==> src/rtl/fifo_uart_pkg.sv <==
// Shared types and constants for the FIFO-fed UART transmitter.
// PARITY is only reachable when the block is built with PARITY_EN defined.
package fifo_uart_pkg;

    typedef enum logic [2:0] {
        IDLE,
        POP,
        LOAD,
        START,
        DATA,
        STOP,
        PARITY
    } state_t;

    localparam int   DATA_BITS  = 8;
    localparam logic IDLE_LEVEL = 1'b1;

endpackage

==> src/rtl/uart_baud_tick.sv <==
// Bit-period counter: tick pulses on the last cycle of each CLKS_PER_BIT window.
// Latency: tick is combinational from the count register. Backpressure: none; clear restarts the window.
// Clear forces the next cycle to be count 0, so a new state always begins a full bit.
module uart_baud_tick #(
    parameter int CLKS_PER_BIT = 868
) (
    input  logic clk,
    input  logic reset,
    input  logic clear,
    output logic tick
);

    localparam int            CW   = $clog2(CLKS_PER_BIT);
    localparam logic [CW-1:0] LAST = CW'(CLKS_PER_BIT - 1);

    logic [CW-1:0] count;

    always_ff @(posedge clk) begin
        if (reset || clear || tick) begin
            count <= '0;
        end else begin
            count <= count + 1'b1;
        end
    end

    assign tick = (count == LAST);

endmodule

==> src/rtl/fifo_uart_tx.sv <==
// Pops bytes from a 4-deep FIFO and sends each as an 8N1 frame, LSB first (8E1 when PARITY_EN is defined).
// Latency: START begins 3 cycles after a non-empty FIFO is seen in IDLE; frames are 10 (11) bit periods.
// Backpressure: one pop per frame, re-issued while a FIFO push collides; fifo_empty sampled only in IDLE / end of STOP.
module fifo_uart_tx
    import fifo_uart_pkg::*;
#(
    parameter int CLKS_PER_BIT = 868
) (
    input  logic       clk,
    input  logic       reset,
    input  logic       fifo_empty,
    input  logic [7:0] fifo_data,
    input  logic       fifo_push,
    output logic       fifo_pop,
    output logic       tx,
    output logic       busy,
    output logic       frame_done
);

    localparam int                 BW       = $clog2(DATA_BITS);
    localparam logic [BW-1:0]      LAST_BIT = BW'(DATA_BITS - 1);

    state_t                 state;
    state_t                 state_next;
    logic [DATA_BITS-1:0]   shift;
    logic [BW-1:0]          bit_idx;
    logic                   tick;
    logic                   baud_clear;
    logic                   tx_next;
`ifdef PARITY_EN
    logic                   parity;
`endif

    uart_baud_tick #(
        .CLKS_PER_BIT(CLKS_PER_BIT)
    ) u_baud (
        .clk  (clk),
        .reset(reset),
        .clear(baud_clear),
        .tick (tick)
    );

    always_ff @(posedge clk) begin
        if (reset) begin
            state <= IDLE;
        end else begin
            state <= state_next;
        end
    end

    always_comb begin
        state_next = state;
        case (state)
            IDLE:  if (!fifo_empty) state_next = POP;
            // A simultaneous push wins inside the FIFO, so the pop must be repeated.
            POP:   if (!fifo_push) state_next = LOAD;
            LOAD:  state_next = START;
            START: if (tick) state_next = DATA;
            DATA: begin
                if (tick && bit_idx == LAST_BIT) begin
`ifdef PARITY_EN
                    state_next = PARITY;
`else
                    state_next = STOP;
`endif
                end
            end
`ifdef PARITY_EN
            PARITY: if (tick) state_next = STOP;
`endif
            STOP:  if (tick) state_next = fifo_empty ? IDLE : POP;
            default: state_next = IDLE;
        endcase
    end

    always_comb begin
        fifo_pop   = (state == POP) && !reset;
        busy       = (state != IDLE);
        frame_done = (state == STOP) && tick;
        baud_clear = (state_next != state) || (state == IDLE) || (state == POP) || (state == LOAD);
        // tx is registered from the upcoming state so it lines up with the state it belongs to.
        case (state_next)
            START:   tx_next = ~IDLE_LEVEL;
            DATA:    tx_next = (state == DATA && tick) ? shift[1] : shift[0];
`ifdef PARITY_EN
            PARITY:  tx_next = parity;
`endif
            default: tx_next = IDLE_LEVEL;
        endcase
    end

    always_ff @(posedge clk) begin
        if (reset) begin
            shift   <= '0;
            bit_idx <= '0;
            tx      <= IDLE_LEVEL;
`ifdef PARITY_EN
            parity  <= 1'b0;
`endif
        end else begin
            if (state == LOAD) begin
                shift   <= fifo_data;
                bit_idx <= '0;
`ifdef PARITY_EN
                parity  <= ^fifo_data;
`endif
            end else if (state == DATA && tick) begin
                shift   <= {1'b0, shift[DATA_BITS-1:1]};
                bit_idx <= bit_idx + 1'b1;
            end
            tx <= tx_next;
        end
    end

endmodule

==> config.mk <==
export PLATFORM = sky130hd
export DESIGN_NAME = fifo_uart_tx
export DESIGN_NICKNAME = d
export VERILOG_FILES = /design/src/rtl/fifo_uart_pkg.sv /design/src/rtl/uart_baud_tick.sv /design/src/rtl/fifo_uart_tx.sv
export SDC_FILE = /design/constraint.sdc
export NUM_CORES = 1
export LEC_CHECK = 0
export CAP_MARGIN = 40
export CORE_MARGIN = 2
export CORE_UTILIZATION = 45
export DETAILED_ROUTE_END_ITERATION = 16
export HOLD_SLACK_MARGIN = 0.02
export MAX_ROUTING_LAYER = met4
export PLACE_DENSITY = 0.67
export SYNTH_ARGS = -nofsm -noshare
export SYNTH_HDL_FRONTEND = slang
export SYNTH_SLANG_ARGS = --single-unit
==> constraint.sdc <==
create_clock -name clk -period 2.5 [get_ports clk]
set_clock_uncertainty 0.05 [all_clocks]
set_input_delay 0.5 -clock clk [delete_from_list [all_inputs] [get_ports clk]]
set_output_delay 0.5 -clock clk [all_outputs]
set_load 0.01 [all_outputs]
# [After elaboration in Yosys (flattened, before gate mapping)]
# Cells that the tools add are included.
[word_totals] register_bits=25 inputBits=12 out_inout_bits=4 word_cells=42
[op_classes] add_sub_neg=2 n_eq_ne=10 n_mux=11 n_reduce_logical=14
[ops] cell="3-bit one-hot mux with 6 select lines" n=1
[ops] cell="8-bit 2-to-1 mux" n=2
[ops] cell="3-bit 2-to-1 mux" n=5
[ops] cell="3-bit equality test, second input constant" n=4
[ops] cell="10-bit by 1-bit adder with 10-bit output, second input constant" n=1
[ops] cell="10-bit equality test, second input constant" n=1
[ops] cell="3-bit by 2-bit equality test with 1-bit output, second input constant" n=3
[ops] cell="1-bit logical OR" n=5
[ops] cell="1-bit logical AND" n=4
[ops] cell="3-bit by 1-bit adder with 3-bit output, second input constant" n=1
[ops] cell="3-bit by 1-bit equality test with 1-bit output, second input constant" n=1
[ops] cell="3-bit zero test" n=1
[ops] cell="3-bit != test" n=1
[ops] cell="3-bit nonzero test" n=1
[ops] cell="1-bit 2-to-1 mux" n=2
[ops] cell="1-bit one-hot mux with 2 select lines" n=1
[ops] cell="2-bit nonzero test" n=1
[ops] cell="2-bit OR reduction" n=1
[ops] cell="1-bit zero test" n=1

# [Logic depth before layout (Yosys ltp)]
# Gate-level depths: netlist (run 1).
[depth] word_depth=10 depth_mapped=6 mapped_depth_nobuf=6

# [Cells and area by module]
# From an unflattened synthesis (run 1), not the netlist that was laid out.
[unflattened] cells_unflattened=140 hier_area_um2=1337.5
[by_module_without_submodules] module="fifo_uart_tx" n_inst=1 cells_each=87 area_each_um2=883.3 seq_area_each_um2=300.3
[by_module_without_submodules] module="uart_baud_tick" n_inst=1 cells_each=53 area_each_um2=454.2 seq_area_each_um2=200.2

# [Least setup slack after synthesis (run 1)]
# OpenSTA, ideal clock, no wires.
[synth_timing] path_kind="reg2out" start="register u_baud.count[0]" end="output frame_done" arrival_ns=1.316 t_required_ns=1.950 slack_ns=0.634 stages_incl_launch_ff=6 path_buffers=0 path_cell_list="dfxtp_1 > ha_1 > nor4b_4 > and3_2 > nand2_1 > nor2_1"
[synth_between] elab_chain_cells=2
[synth_rtl] element="from (decl)" line_no="uart_baud_tick.sv:16" rtl="logic [CW-1:0] count;"
[synth_rtl] element="from (signal assigned)" line_no="uart_baud_tick.sv:22" rtl="count <= count + 1'b1;"
[synth_rtl] element="10-bit equality test" line_no="uart_baud_tick.sv:26" rtl="assign tick = (count == LAST);"
[synth_rtl] element="1-bit logical AND" line_no="fifo_uart_tx.sv:79" rtl="frame_done = (state == STOP) && tick;"
[synth_rtl] element="to (decl)" line_no="fifo_uart_tx.sv:17" rtl="output logic frame_done"
# No other way between the ends.

# [Worst setup path in the final report (run 1)]
[layout_timing] start="input reset" end="output fifo_pop"
[layout_between] elab_chain_cells=2
[layout_rtl] element="from (decl)" line_no="fifo_uart_tx.sv:10" rtl="input logic reset,"
[layout_rtl] element="1-bit zero test" line_no="fifo_uart_tx.sv:77" rtl="fifo_pop = (state == POP) && !reset;"
[layout_rtl] element="1-bit logical AND" line_no="fifo_uart_tx.sv:77"
[layout_rtl] element="to (decl)" line_no="fifo_uart_tx.sv:14" rtl="output logic fifo_pop,"
# No other way between the ends.

==> results by group, run 1 <==
Worst hold path
  – Hold Crit Class: flip-flop to flip-flop
  – Hold path startpoint: u_baud.count[0]

Detailed routing
  – Total Wirelength: roughly 2100 um
  – Detailed-route vias per instance: between 5 and 6
  – Drt wl/cell: 12.1 um
  – First DRT Iteration DRCs: 29
  – First drt pass iteration count: 4
  – DRC errors left: 0
  – DRT antenna net count: 0
  – DR vias: 923

Worst setup path
  – Data required, critical path: approximately 2 ns
  – Slowest cell delay on critical path: around 0.6 ns
  – Worst reg2reg setup slack: roughly 0.54 ns
  – CP Data Arrival Time: approximately 1.8 ns
  – Worst Setup End Kind: output port
  – Worst reg2reg path startpoint: u_baud.count[0]
  – CP most frequent cell: clkdlybuf4s50_1
  – Worst path cell trace: clkdlybuf4s50_1 -> nor4b_1 -> clkdlybuf4s50_1
  – CP max FO: 2
  – Slowest-stage cell, CP: clkdlybuf4s50_1
  – Crit. Startpoint: reset
  – CP Class: input pin to output port
  – Setup crit start kind: input pin

GRT
  – Global route overflow: 0
  – Pin count of the biggest net entering global routing: 18
  – Initial antenna violation count: 0
  – First-pass GRT wire length: between 3000 and 4000 um
  – Vias in the first global route: 908
  – All-Layer GR Usage: about 16%

Clocking
  – Num CTS Buffers: 3
  – Clk sinks: 25
  – Root Buffer: clkbuf_4
  – Worst skew pair latency: approximately 0.32 ns
  – Hold_buf cts: 0
  – CTS tree: built
  – Clock transition at path regs: roughly 0.13 ns
  – Htree depth: 1
  – Clock Path Buffers: 2

Logic synthesis
  – Cells after synthesis: 130
  – Sequential fraction of the synthesis area: between 40% and 50%
  – Syn_nets: approximately 150
  – Post-synth cell types: 31
  – Asr flop ratio synth: 0%
  – Avg Inst Size Synth: around 9 um2
  – Cell Area, Synth: 1180 um2
  – Seq cells post-synth: 25
  – Yosys warns: 0
  – Post-synth EDFFs: 0
  – Post-synth top flop: dfxtp_1

Power
  – P_int: ~520 uW
  – Pwr dens: between 400 and 500 nW/um2
  – LEAKAGE: roughly 0.54 nW
  – Comb pwr share: between 10% and 20%
  – Clock share of power: a little over a quarter
  – Seq pwr share: between 60% and 70%
  – Max IR drop VDD: around 400 uV
  – Sw Ratio: about a quarter
  – Switching pwr: ~170 uW

Timing
  – Setup violators final: 0
  – Final min period: around 2.4 ns
  – Slew Limit Fails: 0
  – Setup TNS: 0 ns
  – Max Fclk: 421 MHz
  – Period utilization: approximately 95%
  – Worst slew margin: between 60% and 70%
  – Slew @ Worst Pin: 0.489 ns
  – Final hold violation count: 0
  – Unrepaired setup endpoints after global routing: false

Layout
  – Post-layout util: a little under three fifths
  – Final #Nets: 162
  – Commonest non-fill, non-tap cell in the layout: dfxtp_1
  – Layout cell share with drive strength beyond 1: 9.59%
  – P&R area growth vs syn: 18.8%
  – Final non-filler cell total: approximately 180
  – Most frequent cells in the layout: dfxtp_1 (24), nor2_1 (19), clkdlybuf4s50_1 (14)
  – Diode count: 0

Floorplanning
  – Die Width: between 50 and 60 um
  – Die ar.: between 3000 and 4000 um2
  – IO Count: 16
  – Die height: roughly 55 um
  – Initial Util: between 40 and 50%
  – Row count: 18
  – Core area: approximately 2500 um2

Placed design
  – Routability cong.: around 0.82
  – DP HPWL: about 1600 um
  – Total placed cells including tap cells: 171
  – IO buf count: 15

Outcome
  – Status: finished clean

Job
  – MaxCap Viol Count: 0
[cell usage after synthesis (all sizes together), types with 2 or more instances]
master	n	area (um2)
dfxtp	25	500
nor2	19	71.3
mux2i	9	93.8
nand2	9	33.8
a211oi	7	52.6
a21oi	7	35.0
clkbuf	4	15.0
nand2b	4	25.0
nand3	4	20.0
nor3	4	20.0
xnor2	4	35.0
xor2	4	35.0
buf	3	15.0
ha	3	37.5
nand4	3	18.8
or3	3	18.8
and2	2	12.5
inv	2	7.51
nor2b	2	12.5
nor3b	2	15.0
nor4b	2	32.5
[layer usage]
layer  track usage [%]  vias up  share of wire [%]
li1                  -      489                  -
met1              18.8      410                 50
met3              2.34        7                3.5
met4              9.41        0                3.2
met5                 -        -                  0
met2              24.3       17                 44
[logic make-up after synthesis]
kind of cell | after synthesis | share of synthesized area, %
XOR/XNOR | 8 | 5.93
flip-flops | 25 | 42.4
adder cells (fa/ha/maj) | 3 | 3.18
AND/OR/NAND/NOR | 58 | 26.7
AO/OA/AOI/OAI | 18 | 10.7
buffers and inverters | 9 | 3.18
multiplexers | 9 | 7.94
[repair_timing]
action	in CTS	in global routing
resized for setup	4	0
buffers inserted	1	0
endpoints found under the setup margin	1	0
hold endpoints to repair	0	0
[final cells by class]
cell class / count / area [um2]
clock buffer: 3 / 22.5
timing repair buffer: 19 / 179
tap: 30 / 37.5
clock inverter: 1 / 5.00
inverter: 2 / 7.51
sequential: 25 / 502
multi-input combinational: 96 / 649
fill: 241 / 1070
[worst paths after layout]
check                                       end  cells past startpoint
worst min register to register  u_baud.count[0]                      1
worst max-delay path                   fifo_pop                      3
worst max register to register               tx                      7
worst min-delay path            u_baud.count[0]                      1
[registers in the layout, indices dropped and copies added (netlist names)]
register	cells
shift	8
bit_idx	3
tx	1
state	3
u_baud.count	10
[through the flow]
| step | cell area (um2) | total power, mW | worst slack, ns | hold WS [ns] |
|---|---|---|---|---|
| floorplan | 1180 | 0.475 | 0.634 | 0.368 |
| global placement | 1360 | 0.507 | 0.156 | 0.382 |
| detailed placement | 1360 | 0.510 | 0.113 | 0.394 |
| CTS | 1400 | 0.693 | 0.124 | 0.382 |
| global route | 1400 | 0.717 | 0.0240 | 0.398 |
| finish | 1400 | 0.683 | 0.127 | 0.379 |
[power by group through the flow]
stage                     Sequential [mW]  Combinational (mW)  Clock, mW
after floorplan                     0.425              0.0494          0
after global placement              0.432              0.0748          0
after detailed placement            0.433              0.0769          0
after CTS                           0.424              0.0775      0.191
after global routing                0.426              0.0838      0.207
final                               0.424              0.0768      0.183
[critical path: cells and delay by family]
kind / cells / cell delay, ns
buffers and inverters: 2 / 1.04
and+or+nand+nor: 1 / 0.29
No activity file was read; power rests on OpenSTA's default activity.
==> run 2: changes to the inputs <==
--- a/config.mk
+++ b/config.mk
@@ -11,7 +11,7 @@
 export DETAILED_ROUTE_END_ITERATION = 16
 export HOLD_SLACK_MARGIN = 0.02
 export MAX_ROUTING_LAYER = met4
-export PLACE_DENSITY = 0.67
+export PLACE_DENSITY = 0.65
 export SYNTH_ARGS = -nofsm -noshare
 export SYNTH_HDL_FRONTEND = slang
 export SYNTH_SLANG_ARGS = --single-unit
==> run 2 against run 1 <==
Net effect:
- wire length down 3.7%
- maximum frequency up 0.66%
- die area unchanged
- via count up 2.3%
- non-clock buffer count unchanged
- critical endpoint unchanged
- largest cell class unchanged
- largest power group unchanged
==> results by group, run 2 (synthesis gave the netlist of run 1 again) <==
GRT
  – Global route overflow: 0 (unchanged)
  – Global Route met1 Usage: 18.9% (+0.083 points)
  – Met2 Use GR: 23.0% (-1.4 points)
  – Pin count of the biggest net entering global routing: 18 (unchanged)
  – All-Layer GR Usage: 14.6% (-0.98 points)
  – First-pass GRT wire length: 3640 um (-4.3%)
  – Grt met3 use: 2.34% (unchanged)
  – Vias in the first global route: 872 (-4.0%)
  – Initial antenna violation count: 0 (unchanged)
  – GR peak layer: met2

Power
  – Pwr dens: 478 nW/um2 (-1.9%)
  – Max IR drop VDD: 343 uV (-14%)
  – LEAKAGE: 0.537 nW (-0.51%)

Worst setup path
  – CP Data Arrival Time: 1.81 ns (about the same)
  – CP max FO: 2 (unchanged)
  – Setup crit start kind: input pin
  – Slowest-stage cell, CP: clkdlybuf4s50_1
  – Slowest cell delay on critical path: 0.59 ns (about the same)
  – Worst path cell trace: clkdlybuf4s50_1 -> nor4b_1 -> clkdlybuf4s50_1
  – Data required, critical path: 1.95 ns (about the same)
  – Worst Setup End Kind: output port
  – CP most frequent cell: clkdlybuf4s50_1
  – CP Class: input pin to output port

Layout
  – Register area: 502 um2 (unchanged)
  – P&R area growth vs syn: 18.6% (about the same)
  – Layout cell share with drive strength beyond 1: 8.90% (-0.68 points)
  – Area occupied by multi-input gates: 649 um2 (unchanged)
  – Most frequent cells in the layout: dfxtp_1 (24), nor2_1 (19), clkdlybuf4s50_1 (14)
  – Final non-filler cell total: 176 (unchanged)
  – Final #Nets: 162 (unchanged)
  – Largest regs: u_baud.count x10, shift x8
  – Max reg flops: 10 (unchanged)
  – Diode count: 0 (unchanged)
  – Commonest non-fill, non-tap cell in the layout: dfxtp_1
  – Finished Cell Area: 1400 um2 (about the same)
  – Fill cells: 237 (-1.7%)
  – Top reg by flops: u_baud.count

Floorplanning
  – Row count: 18 (unchanged)
  – Die Width: 55.2 um (unchanged)
  – Die ar.: 3050 um2 (unchanged)
  – Core area: 2480 um2 (unchanged)
  – Die height: 55.2 um (unchanged)
  – IO Count: 16 (unchanged)
  – Initial Util: 47.7% (unchanged)

Timing
  – Worst slew margin: 66.6% (-0.81 points)
  – Max Fclk: 424 MHz (+0.66%)
  – Period utilization: 94.3% (-0.63 points)
  – Slew Limit Fails: 0 (unchanged)
  – Final hold violation count: 0 (unchanged)
  – Setup violators final: 0 (unchanged)
  – Final min period: 2.36 ns (-0.0157 ns)
  – Slew @ Worst Pin: 0.501 ns (+0.0122 ns)
  – Setup TNS: 0 ns (unchanged)
  – Post-layout worst setup margin: 0.143 ns (+0.0157 ns)
  – Unrepaired setup endpoints after global routing: false
  – Worst Hold Slack: 0.377 ns (-0.00282 ns)

Job
  – MaxCap Viol Count: 0 (unchanged)

Detailed routing
  – First DRT Iteration DRCs: 11 (-62%)
  – DRC errors left: 0 (unchanged)
  – DR vias: 944 (+2.3%)
  – Detailed-route vias per instance: 5.36 (+2.3%)
  – Total Wirelength: 2050 um (-3.7%)
  – Drt wl/cell: 11.7 um (-3.7%)
  – DRT antenna net count: 0 (unchanged)
  – First drt pass iteration count: 4 (unchanged)

Clocking
  – Num CTS Buffers: 3 (unchanged)
  – Htree depth: 1 (unchanged)
  – Root Buffer: clkbuf_4
  – Clock Path Buffers: 2 (unchanged)
  – CTS tree: built
  – Worst skew pair latency: 0.31 ns (about the same)
  – Hold_buf cts: 0 (unchanged)
  – Clock transition at path regs: 0.12 ns (about the same)
  – Clk sinks: 25 (unchanged)

Worst hold path
  – Hold Crit Class: flip-flop to flip-flop

Placed design
  – Routability cong.: 0.807 (-2.1%)
  – DP HPWL: 1530 um (-3.8%)
  – IO buf count: 15 (unchanged)
  – Total placed cells including tap cells: 171 (unchanged)
  – Setup Slack @ Placement: 0.135 ns (+0.0221 ns)
  – Dpl cell area: 1360 um2 (unchanged)

Outcome
  – Status: finished clean
-- run 2: repair_timing --
action	4_1_cts	5_1_grt
setup endpoints to repair	1	0
setup buffers	1	0
resized for setup	4	0
hold endpoints to repair	0	0
-- run 2: routing by layer --
metal,wire length (um),vias to the layer above
met2,964,12
met4,30,0
met5,0,-
li1,-,491
met3,61,4
met1,997,437
-- run 2: critical path, delay by kind of cell --
family	cells	cell delay (ns)
and+or+nand+nor	1	0.28
buffers and inverters	2	1.02
-- run 2: worst paths after layout --
| check | start | end | slack (ns) | depth (start not counted) |
|---|---|---|---|---|
| max | reset | fifo_pop | 0.14 | 3 |
| min | u_baud.count[0] | u_baud.count[0] | 0.38 | 1 |
| max reg2reg | u_baud.count[1] | tx | 0.57 | 7 |
| min reg2reg | u_baud.count[0] | u_baud.count[0] | 0.38 | 1 |
-- run 2: area by class of cell --
class,count,share of cell area (%)
Clock buffer,4,1.88
Inverter,2,0.536
Multi-Input combinational cell,96,46.3
Sequential cell,25,35.8
Tap cell,30,2.68
Timing Repair Buffer,19,12.8
-- run 2: stage by stage --
step / power (mW) / utilization, %
after detailed placement: 0.508 / 54.9
final: 0.670 / 56.6
after CTS: 0.686 / 56.6
after floorplan: 0.475 / -
after global routing: 0.709 / 56.6
after global placement: 0.507 / 54.9
-- run 2: power by group --
part | internal (mW) | leakage (nW) | switching, mW | total (mW)
registers | 0.411 | 0.203 | 0.0118 | 0.423
clock network | 0.0623 | 0.0150 | 0.110 | 0.172
logic | 0.0443 | 0.319 | 0.0307 | 0.0750
==> run 3: changes to the inputs <==
==> constraint.sdc (replaced) <==
create_clock -name clk -period 2.8 [get_ports clk]
set_clock_uncertainty 0.05 [all_clocks]
set_input_delay 0.56 -clock clk [delete_from_list [all_inputs] [get_ports clk]]
set_output_delay 0.56 -clock clk [all_outputs]
set_load 0.01 [all_outputs]
==> run 3 against run 2 <==
Net effect:
- critical endpoint unchanged
- count of clock-buffer cells in the layout is 1 lower
- critical path depth stayed put
- via count down 0.42%
- largest cell class unchanged
- sequential power fell by 10%
- non-clock buffer count fell by 1
- worst hold slack improved by 0.00076 ns
- final cell count is 0.57% lower
- combinational power down 10%
==> results by group, run 3 (synthesis gave the netlist of run 1 again) <==
Clocking
  – Clk sinks: 25 (unchanged)
  – Clock Path Buffers: 2 (unchanged)
  – Num CTS Buffers: 3 (unchanged)
  – Hold_buf cts: 0 (unchanged)
  – Worst skew pair latency: 0.32 ns (about the same)
  – Htree depth: 1 (unchanged)
  – Clock transition at path regs: 0.13 ns (about the same)
  – Root Buffer: clkbuf_4
  – CTS tree: built

GRT
  – Initial antenna violation count: 0 (unchanged)
  – All-Layer GR Usage: 16.1% (+1.5 points)
  – Global route overflow: 0 (unchanged)
  – First-pass GRT wire length: 3880 um (+6.6%)
  – Vias in the first global route: 898 (+3.0%)
  – Pin count of the biggest net entering global routing: 18 (unchanged)

Layout
  – Commonest non-fill, non-tap cell in the layout: dfxtp_1
  – Max reg flops: 10 (unchanged)
  – Top reg by flops: u_baud.count
  – Final #Nets: 161 (-0.62%)
  – Most frequent cells in the layout: dfxtp_1 (24), nor2_1 (19), clkdlybuf4s50_1 (14)
  – Final non-filler cell total: 175 (-0.57%)
  – Largest regs: u_baud.count x10, shift x8
  – Diode count: 0 (unchanged)
  – P&R area growth vs syn: 18.6% (unchanged)
  – Layout cell share with drive strength beyond 1: 8.97% (+0.061 points)

Detailed routing
  – Total Wirelength: 2210 um (+7.4%)
  – Detailed-route vias per instance: 5.37 (+0.15%)
  – DRT antenna net count: 0 (unchanged)
  – First DRT Iteration DRCs: 16 (+5)
  – Met2 wire len: 982 um (+1.9%)
  – DR WL met3: 74 um (+21%)
  – First drt pass iteration count: 4 (unchanged)
  – Drt wl/cell: 12.6 um (+8.0%)
  – DR vias: 940 (-0.42%)
  – DRC errors left: 0 (unchanged)
  – Top routing layer in use: met4
  – Met1 Wirelength: 1100 um (+9.8%)

Timing
  – Period utilization: 88.6%
  – Final hold violation count: 0 (unchanged)
  – Worst slew margin: 66.5% (-0.093 points)
  – Final min period: roughly 2.5 ns
  – Slew @ Worst Pin: 0.502 ns (+0.00139 ns)
  – Unrepaired setup endpoints after global routing: false
  – Slew Limit Fails: 0 (unchanged)
  – Setup violators final: 0 (unchanged)
  – Max Fclk: just over 400 MHz
  – Setup TNS: 0 ns (unchanged)

Placed design
  – Total placed cells including tap cells: 170 (-0.58%)
  – IO buf count: 15 (unchanged)
  – DP HPWL: 1600 um (+4.5%)
  – Routability cong.: 0.795 (-1.4%)

Worst setup path
  – Worst Setup End Kind: output port
  – CP max FO: 2 (unchanged)
  – CP most frequent cell: clkdlybuf4s50_1
  – CP Data Arrival Time: 1.87 ns (+0.06 ns)
  – Worst reg2reg path startpoint: u_baud.count[1]
  – Worst path cell trace: clkdlybuf4s50_1 -> nor4b_1 -> clkdlybuf4s50_1
  – Slowest-stage cell, CP: clkdlybuf4s50_1
  – Reg2Reg Depth: 8 (+1)
  – Worst reg2reg setup slack: 0.80 ns (+0.23 ns)
  – Slowest cell delay on critical path: 0.59 ns (about the same)
  – Setup crit start kind: input pin
  – Crit. Startpoint: reset
  – Data required, critical path: 2.19 ns (+0.24 ns)
  – CP Class: input pin to output port
  – Reg2Reg Capture Point: tx

Outcome
  – Status: finished clean

Floorplanning
  – Initial Util: 47.7% (unchanged)
  – Die Width: 55.2 um (unchanged)
  – Die height: 55.2 um (unchanged)
  – IO Count: 16 (unchanged)
  – Die ar.: 3050 um2 (unchanged)
  – Core area: 2480 um2 (unchanged)
  – Row count: 18 (unchanged)

Power
  – Max IR drop VDD: 318 uV (-7.3%)
  – Design Power: 609 uW (-9.1%)
  – Pwr dens: 435 nW/um2 (-9.1%)
  – LEAKAGE: 0.545 nW (+1.6%)

Job
  – MaxCap Viol Count: 0 (unchanged)

Worst hold path
  – WHS Path Cells: 1 (unchanged)
  – Hold path startpoint: u_baud.count[0]
  – Hold Crit Class: flip-flop to flip-flop
  – Worst Hold End: u_baud.count[0]
[run 3: timing repair]
action,4_1_cts,5_1_grt
gates resized for setup,3,1
setup endpoints to repair,1,1
buffers inserted,1,0
pin swaps,1,0
[run 3: per-layer routing]
metal / global-route usage [%] / up-vias
met1: 19.7 / 434
met2: 25.0 / 13
met5: - / -
met3: 2.58 / 5
met4: 9.41 / 0
li1: - / 488
[run 3: stage by stage]
step	hold slack, ns	utilization, %	setup slack, ns	area (um2)
after CTS	0.378	56.5	0.0223	1400
after floorplan	0.368	-	0.874	1180
after detailed placement	0.389	54.6	0.300	1350
final	0.377	56.6	0.320	1400
after global placement	0.382	54.6	0.340	1350
after global routing	0.387	56.6	0.247	1400
[run 3: power breakdown]
group | internal [mW] | switching [mW] | total [mW]
Clock | 0.0547 | 0.108 | 0.163
Sequential | 0.367 | 0.0114 | 0.379
Combinational | 0.0396 | 0.0280 | 0.0675
Total | 0.462 | 0.148 | 0.609
[run 3: final cells by class]
type	count	area [um2]
tap	30	37.5
sequential	25	502
timing repair buffer	18	175
clock buffer	3	22.5
fill	227	1080
multi-input combinational	96	649
inverter	2	7.51
clock inverter	1	7.51
[run 3: worst max path at each step]
stage                             to  cells past startpoint
after global placement      fifo_pop                      3
final                       fifo_pop                      3
after CTS                 frame_done                      6
after floorplan           frame_done                      5
after detailed placement    fifo_pop                      3
after global routing        fifo_pop                      3
[run 3: worst max-delay path: cells and delay by family]
family | cells | cell delay (ns)
buffers and inverters | 2 | 1.02
AND/OR/NAND/NOR | 1 | 0.28
==> RTL change 1, RTL diff (flow settings as in run 2) <==
`CLKS_PER_BIT` is set to 868 in 2 places; all go to 434.
--- a/src/rtl/uart_baud_tick.sv
+++ b/src/rtl/uart_baud_tick.sv
@@ -3,5 +3,5 @@
 // Clear forces the next cycle to be count 0, so a new state always begins a full bit.
 module uart_baud_tick #(
-    parameter int CLKS_PER_BIT = 868
+    parameter int CLKS_PER_BIT = 434
 ) (
     input  logic clk,
--- a/src/rtl/fifo_uart_tx.sv
+++ b/src/rtl/fifo_uart_tx.sv
@@ -5,5 +5,5 @@
     import fifo_uart_pkg::*;
 #(
-    parameter int CLKS_PER_BIT = 868
+    parameter int CLKS_PER_BIT = 434
 ) (
     input  logic       clk,
Behaviour: no difference found for any inputs over 10 cycles, from zero or initial values and one cycle with reset high; that may be too few to reach the edited logic, so the function may still have changed.
==> RTL change 1 against run 2 <==
- wire length grew 4.0%
- setup slack gained 0.092 ns
- count of clock-buffer cells in the layout shrank 1
- clock power shrank 3%
- largest cell class unchanged
- synthesized area shrank 0.11%
- design area shrank 2.6%
- sequential power shrank 4%
- sequential cell count shrank 1
- power shrank 3.5%
==> RTL change 1: results (changes against run 2) <==
worst_slew_pin_slew_ns: 0.555  # +0.0540 ns
met2_length_um: 961  # -0.31%
reg2regPathDepth: 5  # -2
irDropWorstVdd_uv: 394  # +15%
crit_path_start: "reset"
share_of_post_route_cells_with_drive_strength_above_1_pct: 8.57  # -0.33 points
outcome: "finished, final reports clean"
routed-wl-met3_um: 83  # +36%
rr_startpoint: "u_baud.count[3]"
worst-r2r-setup-slack_ns: 0.68  # +0.11 ns
met1_length_um: 1050  # +5.2%
synth_fp_nets: 144  # -0.69%
min-delay-start: "u_baud.count[0]"
layout_top_registers: "u_baud.count: 9 flops, shift: 8 flops"
dr.max_layer_used: "met4"
timing.hold.worst_endpoint: "u_baud.count[0]"
final_weighted_congestion_of_routability_driven_global_placement: 0.811  # +0.57%
routed_wirelength_um: 2140  # +4.0%
grt_start_max_net_pins: 17  # -1
synth_xor_xnor_area_share_pct: 5.94  # +0.0063 points
synthesized_area_fraction_occupied_by_ao_oa_aoi_and_oai_cells_pct: 13.1  # +2.5 points
ys_top_cells_by_area: "sky130_fd_sc_hd__dfxtp_1, sky130_fd_sc_hd__mux2i_1, sky130_fd_sc_hd__nor2_1"
drt_iter0_drc: 17  # +6
cts_setup_buffers: 0  # -1
grt_use_total_pct: 15.6  # +1.0 points
worst_hold_slack_ns: 0.404  # +0.0278 ns
ys_seq_area_share_pct: 40.7  # -1.7 points
worst_skew_pair.late_latency_ns: 0.31  # about the same
ys_dominant_reg_cell: "sky130_fd_sc_hd__dfxtp_1"
synth.area.mux_share_pct: 6.79  # -1.2 points
grt_first_pass_wirelength_um: 3730  # +2.5%
worst_r2r_endpoint: "tx"
htreeDepth: 1  # unchanged
power_leakage_nw: 0.479  # -11%
dpl.hpwl_um: 1560  # +1.9%
nFillCells: 239  # +0.84%
grt_antenna_before_repair: 0  # unchanged
post_cts_resized: 2  # -2
final_nets: 158  # -2.5%
worst_ep_arrival_time_ns: 1.71  # -0.10 ns
viasPerCell: 5.45  # +1.7%
synth_commonest_cells: "sky130_fd_sc_hd__dfxtp_1, sky130_fd_sc_hd__nor2_1, sky130_fd_sc_hd__mux2i_1, sky130_fd_sc_hd__nand2_1"
grt_pass1_vias: 891  # +2.2%
post_synth_num_cell_types: 34  # +9.7%
critical_path_peak_fanout: 2  # unchanged
worst_hold_path.num_cells: 1  # unchanged
yosys.area_share.adder_pct: 4.24  # +1.1 points
RTL change 1: how the worst max path moves through the flow:
stage	endpoint	slack (ns)	depth (start not counted)
final	fifo_pop	0.24	3
after global routing	fifo_pop	0.1	3
after CTS	frame_done	0.02	6
after detailed placement	fifo_pop	0.23	3
after global placement	fifo_pop	0.28	3
after floorplan	fifo_pop	0.74	3
RTL change 1: where the power goes:
group          total [W]  switching [W]  internal, W
clock network   0.000167       0.000111    0.0000564
logic          0.0000731      0.0000316    0.0000415
registers       0.000406      0.0000108     0.000395
total           0.000646       0.000153     0.000493
RTL change 1: worst max-delay path, cell delays in order:
cell,delay [ns]
sky130_fd_sc_hd__clkdlybuf4s50_1,0.43
sky130_fd_sc_hd__nor4_1,0.20
sky130_fd_sc_hd__clkdlybuf4s50_1,0.59
RTL change 1: cell type report:
class / instances / area share, %
multi-input combinational: 92 / 46.8
sequential: 24 / 35.4
timing repair buffer: 17 / 12.3
tap: 30 / 2.75
clock buffer: 3 / 1.65
inverter: 4 / 1.10
RTL change 1: metrics by stage:
| step | area, um2 | instances | setup slack (ns) |
|---|---|---|---|
| final | 1370 | 170 | 0.235 |
| after detailed placement | 1340 | 167 | 0.228 |
| after global routing | 1370 | 170 | 0.0991 |
| after CTS | 1360 | 170 | 0.0219 |
| after global placement | 1340 | 167 | 0.277 |
| after floorplan | 1180 | 128 | 0.737 |
RTL change 1: cell families (layout without fill, tap and decap cells):
kind of cell / after synthesis / in the layout
fa+ha+maj: 4 / 4
mux: 8 / 8
flops: 24 / 24
compound gates: 20 / 20
simple gates: 52 / 52
buf+inv: 12 / 24
xor+xnor: 8 / 8
RTL change 1: routing by layer:
layer	global-route usage, %	vias up
met5	-	-
met2	24.5	20
li1	-	479
met1	19.1	424
met3	2.58	4
met4	8.36	0
==> RTL change 2, RTL diff (settings of run 2) <==
Made on the original files. Encoding of `state_t`: now one-hot (7 bits for 7 states).
--- a/src/rtl/fifo_uart_pkg.sv
+++ b/src/rtl/fifo_uart_pkg.sv
@@ -3,12 +3,12 @@
 package fifo_uart_pkg;
 
-    typedef enum logic [2:0] {
-        IDLE,
-        POP,
-        LOAD,
-        START,
-        DATA,
-        STOP,
-        PARITY
+    typedef enum logic [6:0] {
+        IDLE   = 7'b0000001,
+        POP    = 7'b0000010,
+        LOAD   = 7'b0000100,
+        START  = 7'b0001000,
+        DATA   = 7'b0010000,
+        STOP   = 7'b0100000,
+        PARITY = 7'b1000000
     } state_t;
 
Behaviour: no difference found for any inputs over 10 cycles, from zero or initial values and one cycle with reset high; not proved beyond that.
==> RTL change 2 against run 2 <==
- design area is 23% higher
- synthesized area is 24% higher
- via count increased by 33%
- sequential cell count rose by 4
- wire length up 41%
- power rose by 18%
- setup slack better by 0.0034 ns
- clock power up 52%
- critical path depth rose by 1
==> RTL change 2: results (changes against run 2) <==
grt_antenna_before_repair: 0  # unchanged
cts_inserted_buffers: 5  # +2
final_weighted_congestion_of_routability_driven_global_placement: 0.816  # +1.1%
htreeDepth: 2  # +1
ys_seq_area_share_pct: 39.7  # -2.6 points
post_dp_cell_area_mm2: 0.00167  # +23%
dpl.hpwl_um: 2140  # +40%
grt_start_max_net_pins: 17  # -1
viasPerCell: 5.37  # about the same
irDropWorstVdd_uv: 315  # -8.2%
final_nets: 204  # +26%
drt_iter0_drc: 51  # +40
path_clk_slew_ns: 0.09  # -0.03 ns
share_of_post_route_cells_with_drive_strength_above_1_pct: 10.5  # +1.6 points
outcome: "finished, final reports clean"
worst_hold_slack_ns: 0.419  # +0.0424 ns
post_synth_num_cell_types: 39  # +26%
worst_r2r_endpoint: "u_baud.count[4]"
grt_pass1_vias: 1202  # +38%
grt_use_total_pct: 19.0  # +4.4 points
synth_fp_nets: 184  # +27%
grt_first_pass_wirelength_um: 4990  # +37%
ys_top_cells_by_area: "sky130_fd_sc_hd__dfxtp_1, sky130_fd_sc_hd__nor2_1, sky130_fd_sc_hd__mux2i_1"
routed_wire_length_per_instance_um: 12.4  # +5.9%
reg2regPathDepth: 6  # -1
rr_startpoint: "state[2]"
==> RTL change 2: area by class of cell <==
type                    count  area [um2]  share of cell area, %
repair buffers             25         223                   12.9
clock buffers               6        41.3                   2.39
clock inverters             2        10.0                  0.580
inverters                   6        22.5                   1.31
well taps                  44        55.1                   3.19
flip-flops and latches     29         581                   33.6
multi-input cells         122         793                   46.0
==> RTL change 2: repair_timing <==
item	4_1_cts	5_1_grt
hold buffers	0	0
buffers inserted	1	0
setup endpoints to repair	2	0
gates resized for setup	2	0
==> RTL change 2: how the worst max path moves through the flow <==
| stage | startpoint | endpoint | slack (ns) | cells past startpoint |
|---|---|---|---|---|
| 2_1_floorplan | state[0] | u_baud.count[2] | 0.35 | 7 |
| 3_3_place_gp | reset | u_baud.count[6] | 0.16 | 6 |
| 3_5_place_dp | reset | u_baud.count[5] | 0.12 | 6 |
| 4_1_cts | state[2] | frame_done | 0.12 | 4 |
| 5_1_grt | state[2] | frame_done | 0.04 | 4 |
| 6_report | state[2] | frame_done | 0.15 | 4 |
==> RTL change 2: stage by stage <==
step	power (W)	utilization [%]	instances	worst slack, ns
2_1_floorplan	0.000508	-	169	0.354
6_report	0.000787	56.1	234	0.146
5_1_grt	0.000826	56.1	234	0.0360
3_3_place_gp	0.000535	54.2	225	0.163
4_1_cts	0.000799	56.1	234	0.119
3_5_place_dp	0.000535	54.2	225	0.122
==> RTL change 2: power breakdown <==
part	leakage, nW	switching [W]	internal (W)
logic	0.347	0.0000250	0.0000326
registers	0.234	0.00000324	0.000465
clock network	0.0320	0.000155	0.000107
==> RTL change 2: metal layers <==
| metal | part of all wire, % | GRT usage [%] | vias up | routed length (um) |
|---|---|---|---|---|
| li1 | - | - | 639 | - |
| met1 | 43 | 21.2 | 578 | 1240 |
| met2 | 50 | 30.6 | 33 | 1450 |
| met3 | 5.6 | 7.25 | 6 | 161 |
| met4 | 1.5 | 7.45 | 0 | 44 |
| met5 | 0 | - | - | 0 |
==> RTL change 2: logic make-up (layout without fill, tap and decap cells) <==
family,count (synthesis),in the layout,synth area share [%]
DFF,29,29,39.7
xor gates and xnor gates,10,10,5.99
adders and majority gates,3,3,2.57
muxes,9,9,6.16
and+or+nand+nor,71,71,25.9
buffers and inverters,18,39,5.99
AOI/OAI and AO/OA,28,28,13.4
other,1,1,0.257
==> RTL change 2: worst max-delay path, cell delays in order (launching register included) <==
cell                            delay, ns
sky130_fd_sc_hd__dfxtp_1             0.32
sky130_fd_sc_hd__or4_4               0.57
sky130_fd_sc_hd__nor4_4              0.16
sky130_fd_sc_hd__and2_2              0.17
sky130_fd_sc_hd__dlygate4sd2_1       0.26
